`config.mk`:
```
export PLATFORM = sky130hd
export DESIGN_NAME = riscv_multicycle_ctrl
export DESIGN_NICKNAME = d
export VERILOG_FILES = /design/src/rtl/riscv_multicycle_ctrl.sv
export SDC_FILE = /design/constraint.sdc
export NUM_CORES = 1
export LEC_CHECK = 0
export ABC_AREA = 1
export BUFFER_PORTS_ARGS = -buffer_cell sky130_fd_sc_hd__buf_2
export CAP_MARGIN = 20
export CORE_ASPECT_RATIO = 1.5
export CORE_MARGIN = 1
export CORE_UTILIZATION = 53
export CTS_BUF_LIST = sky130_fd_sc_hd__clkbuf_4 sky130_fd_sc_hd__clkbuf_8
export DETAILED_ROUTE_END_ITERATION = 8
export PLACE_DENSITY = 0.83
export SETUP_SLACK_MARGIN = 0.4
export SYNTH_ARGS = -nofsm -noshare
export SYNTH_HDL_FRONTEND = slang
export SYNTH_SLANG_ARGS = --single-unit
```
`constraint.sdc`:
```
create_clock -name clk -period 2.3 [get_ports clk]
set_input_delay 0.345 -clock clk [delete_from_list [all_inputs] [get_ports clk]]
set_output_delay 0.345 -clock clk [all_outputs]
set_load 0.03 [all_outputs]
```
`src/rtl/riscv_multicycle_ctrl.sv`:
```
// Main control FSM for the multi-cycle RISC-V datapath (R, I-ALU, LW, SW, BEQ).
// Memory waits are guarded by a watchdog; illegal opcodes and timeouts park the FSM in TRAP.
module riscv_multicycle_ctrl #(
  parameter int TIMEOUT = 15,
  parameter int WAIT_W  = 4,
  parameter int CNT_W   = 32
) (
  input  logic             clk,
  input  logic             reset,
  input  logic [31:0]      instruction,
  input  logic             zero,
  input  logic             mem_ready,
  output logic             pc_write,
  output logic             pc_cond,
  output logic             ir_write,
  output logic             mem_read,
  output logic             mem_write,
  output logic             reg_write,
  output logic             mem_to_reg,
  output logic             alu_src_a,
  output logic [1:0]       alu_src_b,
  output logic [1:0]       aluop,
  output logic [3:0]       state,
  output logic             retire,
  output logic [CNT_W-1:0] retired,
  output logic             trap
);

  localparam logic [3:0] S_FETCH    = 4'd0;
  localparam logic [3:0] S_DECODE   = 4'd1;
  localparam logic [3:0] S_EXEC_R   = 4'd2;
  localparam logic [3:0] S_EXEC_I   = 4'd3;
  localparam logic [3:0] S_MEM_ADDR = 4'd4;
  localparam logic [3:0] S_MEM_RD   = 4'd5;
  localparam logic [3:0] S_MEM_WR   = 4'd6;
  localparam logic [3:0] S_WB_ALU   = 4'd7;
  localparam logic [3:0] S_WB_MEM   = 4'd8;
  localparam logic [3:0] S_BRANCH   = 4'd9;
  localparam logic [3:0] S_TRAP     = 4'd10;

  localparam logic [6:0] OP_R   = 7'b0110011;
  localparam logic [6:0] OP_I   = 7'b0010011;
  localparam logic [6:0] OP_LW  = 7'b0000011;
  localparam logic [6:0] OP_SW  = 7'b0100011;
  localparam logic [6:0] OP_BEQ = 7'b1100011;

  localparam logic [WAIT_W-1:0] WAIT_LAST = WAIT_W'(TIMEOUT - 1);

  logic [3:0]       state_q, state_d;
  logic [WAIT_W-1:0] wait_q, wait_d;
  logic [CNT_W-1:0] retired_q, retired_d;
  logic [6:0]       opcode;
  logic             in_wait_state;

  assign opcode        = instruction[6:0];
  assign in_wait_state = (state_q == S_FETCH) || (state_q == S_MEM_RD) || (state_q == S_MEM_WR);

  always_ff @(posedge clk or posedge reset) begin
    if (reset) begin
      state_q   <= S_FETCH;
      wait_q    <= '0;
      retired_q <= '0;
    end else begin
      state_q   <= state_d;
      wait_q    <= wait_d;
      retired_q <= retired_d;
    end
  end

  // Timeout is checked before the wait state's own transition; completion overrides it below.
  always_comb begin
    state_d = state_q;
    if (in_wait_state && !mem_ready && (wait_q == WAIT_LAST)) state_d = S_TRAP;
    case (state_q)
      S_FETCH:    if (mem_ready) state_d = S_DECODE;
      S_DECODE: begin
        case (opcode)
          OP_R:         state_d = S_EXEC_R;
          OP_I:         state_d = S_EXEC_I;
          OP_LW, OP_SW: state_d = S_MEM_ADDR;
          OP_BEQ:       state_d = S_BRANCH;
          default:      state_d = S_TRAP;
        endcase
      end
      S_EXEC_R, S_EXEC_I:            state_d = S_WB_ALU;
      S_MEM_ADDR:                    state_d = (opcode == OP_LW) ? S_MEM_RD : S_MEM_WR;
      S_MEM_RD:   if (mem_ready) state_d = S_WB_MEM;
      S_MEM_WR:   if (mem_ready) state_d = S_FETCH;
      S_WB_ALU, S_WB_MEM, S_BRANCH:  state_d = S_FETCH;
      S_TRAP:                        state_d = S_TRAP;
      default:                       state_d = S_TRAP;
    endcase
  end

  // Counter is zero whenever a wait state is entered, since every transition clears it.
  always_comb begin
    wait_d = '0;
    if (in_wait_state && !mem_ready && (state_d == state_q)) wait_d = wait_q + 1'b1;
    retired_d = retire ? retired_q + 1'b1 : retired_q;
  end

  always_comb begin
    pc_write   = 1'b0;
    pc_cond    = 1'b0;
    ir_write   = 1'b0;
    mem_read   = 1'b0;
    mem_write  = 1'b0;
    reg_write  = 1'b0;
    mem_to_reg = 1'b0;
    alu_src_a  = 1'b0;
    alu_src_b  = 2'b00;
    aluop      = 2'b00;
    retire     = 1'b0;
    trap       = 1'b0;
    case (state_q)
      S_FETCH: begin
        mem_read  = 1'b1;
        alu_src_b = 2'b01;
        ir_write  = mem_ready;
        pc_write  = mem_ready;
      end
      S_DECODE:   alu_src_b = 2'b10;
      S_EXEC_R: begin
        alu_src_a = 1'b1;
        aluop     = 2'b10;
      end
      S_EXEC_I: begin
        alu_src_a = 1'b1;
        alu_src_b = 2'b10;
        aluop     = 2'b10;
      end
      S_MEM_ADDR: begin
        alu_src_a = 1'b1;
        alu_src_b = 2'b10;
      end
      S_MEM_RD:   mem_read = 1'b1;
      S_MEM_WR: begin
        mem_write = 1'b1;
        retire    = mem_ready;
      end
      S_WB_ALU: begin
        reg_write = 1'b1;
        retire    = 1'b1;
      end
      S_WB_MEM: begin
        reg_write  = 1'b1;
        mem_to_reg = 1'b1;
        retire     = 1'b1;
      end
      S_BRANCH: begin
        alu_src_a = 1'b1;
        aluop     = 2'b01;
        pc_cond   = zero;
        retire    = 1'b1;
      end
      S_TRAP:     trap = 1'b1;
      default: ;
    endcase
  end

  assign state   = state_q;
  assign retired = retired_q;

endmodule

```
Yosys cells after proc, flatten, opt, wreduce, memory -nomap -nowiden
Index checks and enable logic that the tools add are counted.
{ "word_totals": {"input_bits": 36, "rom_bits": 0, "out_inout_bits": 50, "latch_bits": 0, "ram_bits": 0, "word_cells": 55, "register_bits": 40, "mem_count": 0} }
{ "op_classes": {"mux": 19, "n_lt_le_gt_ge": 0, "shift": 0, "n_reduce_logical": 14, "n_mul": 0, "bitwise_logic": 0, "n_addsub": 2, "n_eq_ne": 17, "div_mod_pow": 0} }
{ "ops": {"columns": ["operator", "n"], "rows": [
  ["32-bit by 1-bit adder with 32-bit output (second input constant)", 1],
  ["4-bit case mux with 7 select lines", 1],
  ["4-bit two-way mux", 5],
  ["4-bit by 3-bit equality test with 1-bit output (second input constant)", 4],
  ["4-bit equality test (second input constant)", 4],
  ["4-bit case mux with 4 select lines", 1],
  ["7-bit by 6-bit equality test with 1-bit output (second input constant)", 2],
  ["4-bit by 2-bit equality test with 1-bit output (second input constant)", 2],
  ["1-bit two-way mux", 8],
  ["2-bit case mux with 2 select lines", 2],
  ["2-bit OR reduction", 4],
  ["7-bit by 2-bit equality test with 1-bit output (second input constant)", 1],
  ["7-bit by 5-bit equality test with 1-bit output (second input constant)", 1],
  ["7-bit equality test (second input constant)", 1],
  ["3-bit OR reduction", 2],
  ["4-bit by 1-bit adder with 4-bit output (second input constant)", 1],
  ["4-bit by 1-bit equality test with 1-bit output (second input constant)", 1],
  ["4-bit equality test", 1],
  ["4-bit logical NOT", 1],
  ["4-bit OR reduction", 1],
  ["1-bit logical AND", 3],
  ["1-bit logical OR", 2],
  ["2-bit two-way mux", 1],
  ["1-bit case mux with 2 select lines", 1],
  ["1-bit logical NOT", 1]
]} }

Depth between registers and ports, before layout
Gate-level depths: netlist of run 1.
{ "logic_depth": {"word_depth": 11, "depth_mapped": 12, "depth_no_buf": 12} }

Least setup slack after synthesis of run 1
No wires, ideal clock.
{ "synth_path": {"path_kind": "register to output", "start": "register state_q[0] (netlist: state[0])", "end": "output pc_cond", "required_ns": 1.955, "path_stages_with_launch": 7, "n_path_buf": 0, "arrival_time_ns": 1.698, "setup_slack_ns": 0.257, "path_cell_list": "dfrtp_1 inv_1 nor2_1 inv_1 nor2_4 inv_2 nor2_1"} }
{ "synth_between": {"elab_chain_cells": 2} }
{ "synth_lines": {"columns": ["element", "line", "text"], "rows": [
  ["start, declared", "49", "logic [3:0] state_q, state_d;"],
  ["start signal, assigned", "64", "state_q <= state_d;"],
  ["4-bit equality test", "115", "case (state_q)"],
  ["1-bit two-way mux", "115", null],
  ["end, declared", "14", "output logic pc_cond,"]
]} }
No other way between the ends.

Worst setup path after layout of run 1
{ "layout_path": {"start": "register state_q[0] (netlist: state[0])", "end": "output pc_write"} }
{ "layout_between": {"elab_chain_cells": 2} }
{ "layout_lines": {"columns": ["element", "line", "text"], "rows": [
  ["4-bit logical NOT", "115", null],
  ["1-bit two-way mux", "115", null],
  ["end, declared", "13", "output logic pc_write,"]
]} }
No other way between the ends.

==> results.sh, run 1 <==
export IMPL_status="complete, no violations"
export IMPL_crit_type="register to output port"
export IMPL_num_vias=2546
export IMPL_holdWs_ns=0.170
export IMPL_final_common_cell="nand2_1"
export IMPL_syn2layout_area_growth_pct=23.8
export IMPL_slew_violations=0
export IMPL_rows=31
export IMPL_hpwl_um=4740
export IMPL_p_per_area_nw_per_um2=386
export IMPL_syn_inst=344
export IMPL_drcViolationCount=0
export IMPL_synth_cell_type_count=33
export IMPL_antenna_found_initial=0
export IMPL_fp_dieArea_um2=5270
export IMPL_cts_tree="done"
export IMPL_finalClockSkew_ns=0.00585
export IMPL_ys_warn_count=0
export IMPL_detail_route_antenna_nets=0
export IMPL_max_vdd_ir_drop_uv=265
export IMPL_wl_per_cell_um=13.0
export IMPL_crit_required_ns=1.96
export IMPL_globalplace_congestion=0.916
export IMPL_die_y_um=88.4
export IMPL_dr_pass1_iters=4
export IMPL_grt_overflow=0
export IMPL_synthArstFlopShare_pct=100
export IMPL_layout_drive_gt1_share_pct=31.8
export IMPL_post_route_period_util_pct=81.8
export IMPL_r2r_slack_ns=0.45
export IMPL_crit_fanout=4
export IMPL_synth_area_um2=2640
export IMPL_path_clk_slew_ns=0.08
export IMPL_synth_area_leaders="dfrtp_1, nand2_1, inv_1"
export IMPL_finalHoldViolations=0
export IMPL_numCtsBuffers=5
export IMPL_routed_wl_um=6360
export IMPL_postSynthAreaPerCell_um2=7.66
export IMPL_clk_latency_ns=0.29
export IMPL_p_total_mw=1.26
export IMPL_min_period_ns=1.88
export IMPL_syn_num_nets=383
export IMPL_relSlewSlack_pct=66.3
export IMPL_synth_top_area_share_pct=38.0
export IMPL_drt_iter0_drc=115
export IMPL_coreArea_um2=4810
export IMPL_cts_max_path_buffers=2
export IMPL_leakage_nw=1.68
export IMPL_insertedDiodeCount=0
export IMPL_yosysTopAreaCell="dfrtp_1"
export IMPL_hold_path_class="input port to async pin"
export IMPL_fillers=429
export IMPL_grt_pass1_wl_um=9900
export IMPL_ys_flop_type="dfrtp_1"
export IMPL_arrival_ns=1.54
export IMPL_placed_cell_area_um2=3010
export IMPL_crit_path_end_kind="output port"
export IMPL_nets=460
export IMPL_worst_setup_path_start_kind="register"
export IMPL_cts_root_buf="clkbuf_8"
export IMPL_setup_tns_ns=0
export IMPL_layout_common_cells="nand2_1, buf_2, inv_1, nor2_1, dfrtp_1"
export IMPL_synth_seq_area_share_pct=38.0
export IMPL_initial_utilization_pct=54.8
export IMPL_cts_htree_levels=2
export IMPL_globalRouteTotalUtil_pct=25.2
export IMPL_io_buffers=60
export IMPL_io_pins=86
export IMPL_rsz0062_at_grt="true"
export IMPL_synth_edff_count=0
export IMPL_worst_pin_slew_ns=0.506
export IMPL_ys_ff_latch=40
export IMPL_grt_pass1_vias=2353
export IMPL_finalInstanceArea_um2=3260
export IMPL_grt_max_degree=41
export IMPL_vias_per_cell=5.22
export IMPL_setup_viol=0
export IMPL_clock_sinks=40
export IMPL_drv_cap=0
export IMPL_die_w_um=59.6
export IMPL_timing_fmax_mhz=531
[per-layer routing]
metal / global-route usage (%) / routed length (um) / vias to the layer above
met5: 0 / 0 / -
met4: 17.8 / 337 / 0
met3: 4.24 / 231 / 29
met2: 46.3 / 3450 / 87
met1: 24.9 / 2340 / 1189
li1: - / - / 1241
[power breakdown]
group | switching, mW | internal [mW] | leakage (nW) | total [mW]
Combinational | 0.0314 | 0.0125 | 1.11 | 0.0439
Clock | 0.236 | 0.268 | 0.0523 | 0.504
Sequential | 0.00512 | 0.706 | 0.525 | 0.711
Total | 0.272 | 0.987 | 1.68 | 1.26
[synthesized netlist by cell type, types with 2 or more instances]
library cell	instances
inv_2	2
xnor2_2	6
a21oi_1	2
nor2_1	46
inv_1	46
o21ai_0	7
xnor2_1	5
nor3_1	11
xor2_1	16
nand3b_1	2
nand2_2	9
nand2_1	87
nand4_1	8
o21ai_1	9
dfrtp_1	40
nor2_2	4
nor2_4	3
buf_4	2
ha_1	3
nand3_1	22
nor2_8	2
[final cells by class]
cell class	instances	area, um^2	area share [%]
timing repair buffer	74	415	12.7
clock buffer	8	97.6	2.99
multi-input combinational	252	1480	45.4
inverter	48	180	5.52
sequential	40	1010	30.9
tap	66	82.6	2.53
[repair_timing]
item                                   CTS  global route
setup buffers                            4             7
endpoints found under the hold margin    0             0
hold buffers                             0             0
gates resized for setup                  7            15
pin swaps                                1             6
setup endpoints to repair                6            12
[path summary, 6_finish.rpt]
check | to | depth (start not counted) | from
max in group asynchronous | retired[0] | 3 | reset
min | retired[22] | 3 | reset
min reg2reg | wait_q[0] | 1 | wait_q[0]
max reg2reg | retired[18] | 12 | retired[0]
max | pc_write | 5 | state[0]
min in group clk | state[2] | 4 | instruction[4]
[registers in the layout, indices dropped and copies added (netlist names)]
| signal | flops |
|---|---|
| wait_q | 4 |
| retired | 32 |
| state | 4 |
[logic make-up (layout without fill, tap and decap cells)]
group / Yosys count / count (layout) / synth area share (%)
xor+xnor: 27 / 27 / 10.7
fa+ha+maj: 3 / 3 / 1.42
compound gates: 22 / 22 / 5.17
simple gates: 200 / 200 / 36.4
flops: 40 / 40 / 38.0
buf+inv: 52 / 130 / 8.40
[critical path: stages, from the launching register on]
cell and delay (ns):
dfrtp_2 0.44, buf_4 0.17, nor2_1 0.16, nand2_2 0.11, nor2_2 0.14, buf_2 0.22
[metrics by stage]
step	worst slack [ns]	utilization [%]	instances
2_1_floorplan	0.433	-	344
3_3_place_gp	0.417	62.7	469
3_5_place_dp	0.367	62.7	469
4_1_cts	0.389	65.7	481
5_1_grt	0.325	67.9	488
6_report	0.418	67.9	488
No activity file was read; power rests on OpenSTA's default activity.
==> run 2, diff against run 1 <==
--- a/config.mk
+++ b/config.mk
@@ -10,10 +10,10 @@
 export CAP_MARGIN = 20
 export CORE_ASPECT_RATIO = 1.5
 export CORE_MARGIN = 1
-export CORE_UTILIZATION = 53
+export CORE_UTILIZATION = 48
 export CTS_BUF_LIST = sky130_fd_sc_hd__clkbuf_4 sky130_fd_sc_hd__clkbuf_8
 export DETAILED_ROUTE_END_ITERATION = 8
-export PLACE_DENSITY = 0.83
+export PLACE_DENSITY = 0.79
 export SETUP_SLACK_MARGIN = 0.4
 export SYNTH_ARGS = -nofsm -noshare
 export SYNTH_HDL_FRONTEND = slang
==> constraint.sdc (replaced) <==
create_clock -name clk -period 1.64 [get_ports clk]
set_input_delay 0.246 -clock clk [delete_from_list [all_inputs] [get_ports clk]]
set_output_delay 0.246 -clock clk [all_outputs]
set_load 0.03 [all_outputs]
==> results.sh, run 2 (synthesis gave the netlist of run 1 again) <==
export IMPL_min_period_ns=1.83
export IMPL_die_y_um=92.8
export IMPL_slew_violations=0
export IMPL_insertedDiodeCount=0
export IMPL_worstPathCellList="inv_4 > nor2_4 > nand2_4 > nor2_8 > nand3b_4 > buf_8 > nand4_4 > nor2_1 > nand2_1 > nand2_1"
export IMPL_numCtsBuffers=5
export IMPL_setup_viol=50
export IMPL_clock_sinks=40
export IMPL_drcViolationCount=0
export IMPL_vias_per_cell=5.75
export IMPL_die_w_um=62.5
export IMPL_cts_root_buf="clkbuf_8"
export IMPL_relSlewSlack_pct=64.9
export IMPL_timing_rr_start="state[2]"
export IMPL_p_per_area_nw_per_um2=408
export IMPL_p_total_mw=1.78
export IMPL_final_common_cell="nand2_1"
export IMPL_cpMostUsedCell="nand2_1"
export IMPL_dr_pass1_iters=4
export IMPL_clk_latency_ns=0.30
export IMPL_antenna_found_initial=0
export IMPL_hpwl_um=5300
export IMPL_crit_type="register to register"
export IMPL_coreArea_um2=5200
export IMPL_postCtsHoldBufs=0
export IMPL_layout_drive_gt1_share_pct=54.1
export IMPL_worst_setup_path_start_kind="register"
export IMPL_rsz0062_at_grt="true"
export IMPL_finalClockSkew_ns=0.00765
export IMPL_drv_cap=0
export IMPL_globalplace_congestion=0.915
export IMPL_slowest_stage="dfrtp_2"
export IMPL_arrival_ns=2.07
export IMPL_crit_start="state[2]"
export IMPL_largest_reg_flops=32
export IMPL_io_buffers=60
export IMPL_max_vdd_ir_drop_uv=335
export IMPL_syn2layout_area_growth_pct=65.3
export IMPL_globalRouteTotalUtil_pct=30.9
export IMPL_grt_max_degree=41
export IMPL_io_pins=86
export IMPL_detail_route_antenna_nets=0
export IMPL_setup_tns_ns=-4.32
export IMPL_nets=515
export IMPL_cts_htree_levels=2
export IMPL_grt_pass1_wl_um=13900
export IMPL_crit_required_ns=1.88
export IMPL_drt_iter0_drc=231
export IMPL_initial_utilization_pct=50.6
export IMPL_grt_overflow=0
export IMPL_leakage_nw=2.18
export IMPL_rows=32
export IMPL_fp_dieArea_um2=5800
export IMPL_cts_tree="done"
export IMPL_routed_wl_um=10500
export IMPL_wl_per_cell_um=19.3
export IMPL_cts_max_path_buffers=2
export IMPL_post_route_period_util_pct=112
export IMPL_layout_common_cells="nand2_1, buf_6, buf_4, buf_2, inv_1"
export IMPL_worst_pin_slew_ns=0.527
export IMPL_num_vias=3132
export IMPL_finalHoldViolations=0
export IMPL_grt_pass1_vias=3077
export IMPL_status="finished, violations left"
export IMPL_path_delay_family="simple AND/OR/NAND/NOR gates"
export IMPL_crit_path_end_kind="register"
export IMPL_timing_fmax_mhz=545
export IMPL_cp_num_buf_inv=2
export IMPL_crit_fanout=9
export IMPL_violations="negative setup slack"
export IMPL_hold_path_class="input port to async pin"
export IMPL_path_clk_slew_ns=0.08
export IMPL_critPathMaxStageDelay_ns=0.44
export IMPL_final_setup_worst_slack_ns=-0.193
run 2: cell count changes in the layout (fill, tap and decap cells not counted), moves of 5 or more:
cell	previous run	this run
nand2_1	84	68
dfrtp_1	35	23
nor2_4	6	16
nand3_1	20	12
dfrtp_2	5	17
buf_2	56	36
buf_4	16	41
buf_6	0	46
inv_4	0	8
inv_1	46	34
nand3_4	0	5
nand2_4	1	13
nor2_1	38	26
run 2: final cells by class:
class                   count  area (um^2)
well taps                  68         85.1
flip-flops and latches     40         1020
repair buffers            129         1110
fillers                   275          848
multi-input cells         252         1840
clock buffers               7         83.8
inverters                  48          208
clock inverters             1         5.00
run 2: layer usage:
layer | vias up | track usage, % | wire (um)
li1 | 1346 | - | -
met1 | 1511 | 30.5 | 3370
met4 | 0 | 22.7 | 844
met2 | 202 | 57.0 | 5680
met5 | - | 0 | 0
met3 | 73 | 5.30 | 621
run 2: timing repair:
action / 4_1_cts / 5_1_grt
endpoints found under the setup margin: 64 / 65
resized for setup: 87 / 62
pin swaps: 17 / 23
cloned: 0 / 1
setup buffers: 14 / 15
run 2: where the power goes:
| group | leakage, nW | internal [mW] | switching, mW | total (mW) |
|---|---|---|---|---|
| Combinational | 1.63 | 0.0239 | 0.0543 | 0.0782 |
| Sequential | 0.505 | 0.990 | 0.00570 | 0.996 |
| Clock | 0.0491 | 0.333 | 0.369 | 0.702 |
| Total | 2.18 | 1.35 | 0.429 | 1.78 |
run 2: final timing paths:
kind	to	slack, ns	cells past startpoint
min in group clk	state[2]	0.32	4
max in group asynchronous	retired[1]	1.18	3
min reg2reg	retired[8]	0.50	1
min	retired[13]	0.06	3
max reg2reg	retired[19]	-0.19	10
max	retired[19]	-0.19	10
run 2: metrics by stage:
step	cells	area, um^2	setup WS [ns]	utilization [%]	hold WS (ns)
global placement	507	3470	-0.0384	66.8	0.395
detailed placement	507	3470	-0.127	66.8	0.401
floorplan	344	2840	-0.146	-	0.452
global route	545	4360	-0.268	83.7	0.130
finish	545	4360	-0.193	83.7	0.0645
CTS	529	3990	-0.0888	76.6	0.0795
run 2: tightest hold or removal path, stage by stage:
cell and delay (ns):
buf_2 0.09, inv_1 0.04, buf_4 0.44
